### src/rtl/rr_arbiter_pkg.sv
// ----------------------------------------------------------------------------
// rr_arbiter_pkg
// Shared constants, types and helpers for the N-channel round-robin arbiter.
//   N_CH_DEF       default channel count
//   DATA_WIDTH_DEF default payload width
//   idx_w(n)       width of an index able to address n channels (min 1)
//   grant_idx_t    grant index type for the default channel count
// ----------------------------------------------------------------------------
package rr_arbiter_pkg;

   localparam int unsigned N_CH_DEF       = 4;
   localparam int unsigned DATA_WIDTH_DEF = 16;

   function automatic int unsigned idx_w(input int unsigned n);
      if (n <= 2) begin
         return 1;
      end
      return $clog2(n);
   endfunction

   typedef logic [idx_w(N_CH_DEF)-1:0] grant_idx_t;

endpackage

### src/rtl/rr_arbiter_prio.sv
// ----------------------------------------------------------------------------
// rr_arbiter_prio
// Combinational rotating-priority picker. Searches ptr+1, ptr+2, ... (mod
// N_CH) for the first asserted request.
//   req_i        per-channel requests
//   ptr_i        index of the last granted channel
//   gnt_onehot_o one-hot winner (zero when no request)
//   gnt_idx_o    winner index (zero when no request)
//   any_o        at least one request present
// ----------------------------------------------------------------------------
module rr_arbiter_prio
   import rr_arbiter_pkg::*;
#(
   parameter int unsigned N_CH  = N_CH_DEF,
   parameter int unsigned IDX_W = idx_w(N_CH_DEF)
) (
   input  logic [N_CH-1:0]  req_i,
   input  logic [IDX_W-1:0] ptr_i,
   output logic [N_CH-1:0]  gnt_onehot_o,
   output logic [IDX_W-1:0] gnt_idx_o,
   output logic             any_o
);

   logic [N_CH-1:0]   mask;
   logic [2*N_CH-1:0] dbl;
   logic              found;

   // Lower half holds only requests above ptr; upper half holds all requests,
   // so the first set bit of the doubled vector is the rotating winner.
   always_comb begin
      mask = '0;
      for (int i = 0; i < int'(N_CH); i++) begin
         mask[i] = (i > int'(ptr_i));
      end
      dbl          = {req_i, req_i & mask};
      any_o        = |req_i;
      gnt_onehot_o = '0;
      gnt_idx_o    = '0;
      found        = 1'b0;
      for (int i = 0; i < int'(2 * N_CH); i++) begin
         if (!found && dbl[i]) begin
            found                       = 1'b1;
            gnt_onehot_o[i % int'(N_CH)] = 1'b1;
            gnt_idx_o                   = IDX_W'(i % int'(N_CH));
         end
      end
   end

endmodule

### src/rtl/rr_arbiter_n.sv
// ----------------------------------------------------------------------------
// rr_arbiter_n
// N-channel round-robin arbiter with valid/ready per channel and a registered
// output stage. Optional packet lock is enabled with macro RR_ARB_LOCK_EN.
//   aclk      clock, rising edge
//   areset_n  asynchronous active-low reset
//   valid_i   per-channel valid
//   data_i    per-channel payload (packed)
//   ready_o   per-channel accept, one-hot or zero
//   valid_o   output register holds a beat
//   data_o    registered payload
//   grant_o   channel index that supplied data_o
//   ready_i   downstream accept
//   last_i    per-channel end-of-packet (RR_ARB_LOCK_EN only)
// ----------------------------------------------------------------------------
module rr_arbiter_n
   import rr_arbiter_pkg::*;
#(
   parameter int unsigned N_CH       = N_CH_DEF,
   parameter int unsigned DATA_WIDTH = DATA_WIDTH_DEF
) (
   input  logic                             aclk,
   input  logic                             areset_n,
   input  logic [N_CH-1:0]                  valid_i,
   input  logic [N_CH-1:0][DATA_WIDTH-1:0]  data_i,
   output logic [N_CH-1:0]                  ready_o,
   output logic                             valid_o,
   output logic [DATA_WIDTH-1:0]            data_o,
   output logic [idx_w(N_CH)-1:0]           grant_o,
`ifdef RR_ARB_LOCK_EN
   input  logic [N_CH-1:0]                  last_i,
`endif
   input  logic                             ready_i
);

   localparam int unsigned IDX_W = idx_w(N_CH);

   logic                  valid_q, valid_d;
   logic [DATA_WIDTH-1:0] data_q, data_d;
   logic [IDX_W-1:0]      grant_q, grant_d;
   logic [IDX_W-1:0]      ptr_q, ptr_d;

   logic [N_CH-1:0]       req_eff;
   logic [N_CH-1:0]       gnt_onehot;
   logic [IDX_W-1:0]      gnt_idx;
   logic                  any;
   logic                  load;
   logic                  xfer;

`ifdef RR_ARB_LOCK_EN
   logic                  lock_q, lock_d;
   logic [IDX_W-1:0]      lock_idx_q, lock_idx_d;
`endif

   // While a packet is locked only its owner may compete.
   always_comb begin
      req_eff = valid_i;
`ifdef RR_ARB_LOCK_EN
      if (lock_q) begin
         req_eff             = '0;
         req_eff[lock_idx_q] = valid_i[lock_idx_q];
      end
`endif
   end

   rr_arbiter_prio #(
      .N_CH  (N_CH),
      .IDX_W (IDX_W)
   ) u_prio (
      .req_i        (req_eff),
      .ptr_i        (ptr_q),
      .gnt_onehot_o (gnt_onehot),
      .gnt_idx_o    (gnt_idx),
      .any_o        (any)
   );

   assign load = ~valid_q | ready_i;
   assign xfer = load & any;

   // Reset gates ready_o so upstream never sees an accept while held in reset.
   always_comb begin
      ready_o = '0;
      if (load && areset_n) begin
         ready_o = gnt_onehot;
      end
   end

   always_comb begin
      valid_d = valid_q;
      data_d  = data_q;
      grant_d = grant_q;
      ptr_d   = ptr_q;
      if (load) begin
         valid_d = any;
      end
      if (xfer) begin
         data_d  = data_i[gnt_idx];
         grant_d = gnt_idx;
         ptr_d   = gnt_idx;
      end
   end

`ifdef RR_ARB_LOCK_EN
   always_comb begin
      lock_d     = lock_q;
      lock_idx_d = lock_idx_q;
      if (xfer) begin
         lock_d     = ~last_i[gnt_idx];
         lock_idx_d = gnt_idx;
      end
   end
`endif

   always_ff @(posedge aclk or negedge areset_n) begin
      if (!areset_n) begin
         valid_q    <= 1'b0;
         data_q     <= '0;
         grant_q    <= '0;
         ptr_q      <= IDX_W'(N_CH - 1);
`ifdef RR_ARB_LOCK_EN
         lock_q     <= 1'b0;
         lock_idx_q <= '0;
`endif
      end else begin
         valid_q    <= valid_d;
         data_q     <= data_d;
         grant_q    <= grant_d;
         ptr_q      <= ptr_d;
`ifdef RR_ARB_LOCK_EN
         lock_q     <= lock_d;
         lock_idx_q <= lock_idx_d;
`endif
      end
   end

   assign valid_o = valid_q;
   assign data_o  = data_q;
   assign grant_o = grant_q;

endmodule

### config.mk
export PLATFORM = sky130hd
export DESIGN_NAME = rr_arbiter_n
export DESIGN_NICKNAME = d
export VERILOG_FILES = /design/src/rtl/rr_arbiter_pkg.sv /design/src/rtl/rr_arbiter_prio.sv /design/src/rtl/rr_arbiter_n.sv
export SDC_FILE = /design/constraint.sdc
export NUM_CORES = 1
export LEC_CHECK = 0
export CAP_MARGIN = 5
export CORE_ASPECT_RATIO = 2
export CORE_UTILIZATION = 40
export CTS_BUF_LIST = sky130_fd_sc_hd__clkbuf_4 sky130_fd_sc_hd__clkbuf_8
export DETAILED_ROUTE_END_ITERATION = 10
export PLACE_DENSITY = 0.88
export SLEW_MARGIN = 20
export SYNTH_ARGS = -nofsm -noshare
export SYNTH_HDL_FRONTEND = slang
export SYNTH_SLANG_ARGS = --single-unit
### constraint.sdc
create_clock -name aclk -period 2.3 [get_ports aclk]
set_clock_uncertainty 0.15 [all_clocks]
set_input_delay 0.46 -clock aclk [delete_from_list [all_inputs] [get_ports aclk]]
set_output_delay 0.46 -clock aclk [all_outputs]
set_load 0.02 [all_outputs]
==> impl_metrics.py <==
metrics = {
    "setup_path": {
        "path_class": "primary input to output pin",
        "worst-path-buf-inv": 3,
        "worst_setup_path_start_kind": "primary input",
        "cp.required_ns": 1.69,
        "critPathSlowestCell": "clkdlybuf4s50_1",
        "cp.arrival_ns": 1.62,
        "cpPeakStageDelay_ns": 0.48,
        "cp-end-kind": "output pin",
        "path_cells": "clkdlybuf4s50_1, inv_1, nand2_1, nand2_2, nor3b_2, buf_4",
        "critPathTopFamily": "buffers and inverters",
        "crit_fanout": 4,
    },
    "place": {
        "gp_congestion": 0.917,
        "pre_cts_ws_ns": -0.488,
        "placed_cells": 333,
        "port_buffers": 93,
        "place_area_um2": 2790,
        "dp.final_hpwl_um": 4400,
    },
    "logic_synthesis": {
        "syn-num-nets": 246,
        "synth_cell_types": 37,
        "syn_area_per_cell_um2": 9.43,
        "ys_ff_latch": 21,
        "synth_area_leaders": "dfrtp_1 29%, a211oi_2 15%, mux2i_1 9.7%, a31oi_1 6.1%, a211oi_1 5.5%",
        "yosysTopAreaCell": "dfrtp_1",
        "syn-instance-count": 175,
        "yosys.area.top_type_share_pct": 28.8,
        "ys_warn_count": 0,
        "seq_area_frac_synth_pct": 32.0,
        "syn_area_um2": 1650,
    },
    "sta": {
        "fin_ws_ns": 0.0741,
        "fin_crit_sh_pct": 96.8,
        "finalMaxSlewViolations": 0,
        "setup_viol": 0,
        "rsz0062_at_grt": "no",
        "worstMarginPinSlew_ns": 0.328,
        "final_hold_viol_count": 0,
        "fmaxAchievable_mhz": 449,
        "period_needed_ns": 2.23,
        "slew_headroom_pct": 77.9,
    },
    "clock_tree": {
        "clkLatencyLatePin_ns": 0.25,
        "clock_path_buffers": 2,
        "htree_levels": 1,
        "cts_tree": "yes",
        "cts_buffers": 3,
        "root_buffer": "clkbuf_8",
        "clock-sinks": 21,
        "clk_pin_slew_worst_paths_ns": 0.08,
    },
    "global_routing": {
        "grt_pass1_vias": 2009,
        "grt_pass1_wl_um": 8730,
        "grt.total_usage_pct": 27.4,
        "grt_start_max_net_pins": 22,
        "gr-total-overflow": 0,
        "antenna_found_initial": 0,
    },
    "die": {
        "dieArea_um2": 4400,
        "die_h_um": 92.8,
        "num_io_pins": 94,
        "core_um2": 3880,
        "die_w_um": 47.4,
        "start_util_pct": 42.5,
        "rows": 32,
    },
    "power_and_ir_drop": {
        "finalPower_mw": 1.93,
        "vdd_drop_max_uv": 489,
        "power.density_nw_per_um2": 670,
        "leakage_nw": 1.22,
    },
    "route": {
        "initialDrtViolationCount": 55,
        "drc_errors": 0,
        "post_drt_via_cell_ratio": 5.41,
        "ant_nets": 0,
        "drt_pass1_iterations": 4,
        "wirelength_um": 5660,
        "via_count": 1840,
        "wl_per_cell_um": 16.6,
    },
    "worst_hold_path": {
        "hold_class": "register to register",
    },
    "finish": {
        "fin_nets": 361,
        "fin_cells": 340,
        "areaGrowthSynthToFinish_pct": 74.5,
        "stdcell_area_um2": 2880,
        "antenna_cells": 0,
        "layout-drive-gt1-share_pct": 28.0,
    },
    "run_status": {
        "status": "complete, no violations",
    },
    "run": {
        "maxCapViolCount": 0,
    },
}
## per-layer routing
layer | GRT usage, % | vias up | part of all wire, %
met5 | 0 | - | 0
met4 | 16.2 | 0 | 4.9
met3 | 4.87 | 24 | 5.1
met2 | 48.6 | 84 | 57
met1 | 26.7 | 869 | 33
li1 | - | 863 | -
## placed cells by master, fill, tap and decap left out, drive strengths merged
| cell type | netlist | layout |
|---|---|---|
| nor3 | 1 | 1 |
| nor3b | 1 | 1 |
| nand2b | 2 | 2 |
| clkbuf | 6 | 4 |
| o21ai | 5 | 5 |
| nand3 | 1 | 1 |
| dfrtp | 19 | 19 |
| clkinv | 0 | 1 |
| nor4 | 1 | 1 |
| o221a | 1 | 1 |
| dlygate4sd2 | 0 | 2 |
| mux2i | 16 | 16 |
| o22ai | 2 | 2 |
| a21oi | 6 | 6 |
| or2 | 1 | 1 |
| nor2 | 23 | 23 |
| dlymetal6s2s | 0 | 2 |
| and4 | 1 | 1 |
| and3 | 1 | 1 |
| clkdlybuf4s50 | 0 | 85 |
| inv | 19 | 19 |
| a31oi | 16 | 16 |
| a21o | 1 | 1 |
| dfstp | 2 | 2 |
| nand2 | 5 | 5 |
| nor2b | 3 | 3 |
| buf | 9 | 35 |
| a211oi | 32 | 32 |
| o22a | 1 | 1 |
## worst min-delay path, stage by stage, from the launching register on
cell and delay [ns]:
dfrtp_1 0.38, inv_1 0.05, o21ai_1 0.06
## sequential cells by signal (all words and copies together) (netlist names)
register and count:
data_o 16, grant_o 2, ptr_q 2, valid_o 1
## worst paths after layout
path	from	to	slack, ns	cells past startpoint
worst min register to register	grant_o[1]	grant_o[1]	0.38	2
worst min-delay path	grant_o[1]	grant_o[1]	0.38	2
worst max register to register	ptr_q[0]	data_o[6]	0.26	7
max in group asynchronous	areset_n	ptr_q[1]	1.19	2
min in group asynchronous	areset_n	data_o[13]	0.53	2
worst max-delay path	ready_i	ready_o[1]	0.07	6
## cell type report
class                   instances  area (um2)
clock inverters                 1        5.00
well taps                      51        63.8
fillers                       284        1000
inverters                      19        71.3
repair buffers                125        1200
flip-flops and latches         21         528
clock buffers                   3        41.3
multi-input cells             120         971
## cell usage after synthesis, drive strengths merged
cell type,instances
a211oi,32
nor2,23
dfrtp,19
inv,19
a31oi,16
mux2i,16
buf,9
a21oi,6
clkbuf,6
nand2,5
o21ai,5
nor2b,3
dfstp,2
nand2b,2
o22ai,2
a21o,1
and3,1
and4,1
nand3,1
nor3,1
nor3b,1
nor4,1
o221a,1
o22a,1
or2,1
## cells by family (layout without fill, tap and decap cells)
kind of cell | count (synthesis) | in the layout | share of synthesized area [%]
simple gates | 40 | 40 | 13.2
mux | 16 | 16 | 9.70
buf+inv | 34 | 148 | 11.1
compound gates | 64 | 64 | 34.0
flops | 21 | 21 | 32.0
## what timing repair did
| action | CTS | global route |
|---|---|---|
| buffers inserted | 1 | 2 |
| hold buffers | 0 | 0 |
| endpoints found under the setup margin | 4 | 11 |
| pin swaps | 0 | 3 |
| gates resized for setup | 22 | 9 |
## report_power, final
group          leakage [nW]  internal (mW)  total, mW  switching [mW]
Sequential            0.231          0.478      0.541          0.0633
Combinational         0.962          0.595       1.14           0.547
Clock                0.0255          0.121      0.246           0.126
Total                  1.22           1.19       1.93           0.736
## per-stage QoR
stage,utilization [%],hold slack [ns],TNS [ns]
after detailed placement,71.9,0.370,-5.07
after floorplan,-,0.0144,0
after global placement,71.9,0.362,-4.41
after global routing,74.2,0.420,0
after CTS,73.2,0.384,0
final,74.2,0.384,0
No activity file was read; power rests on OpenSTA's default activity.
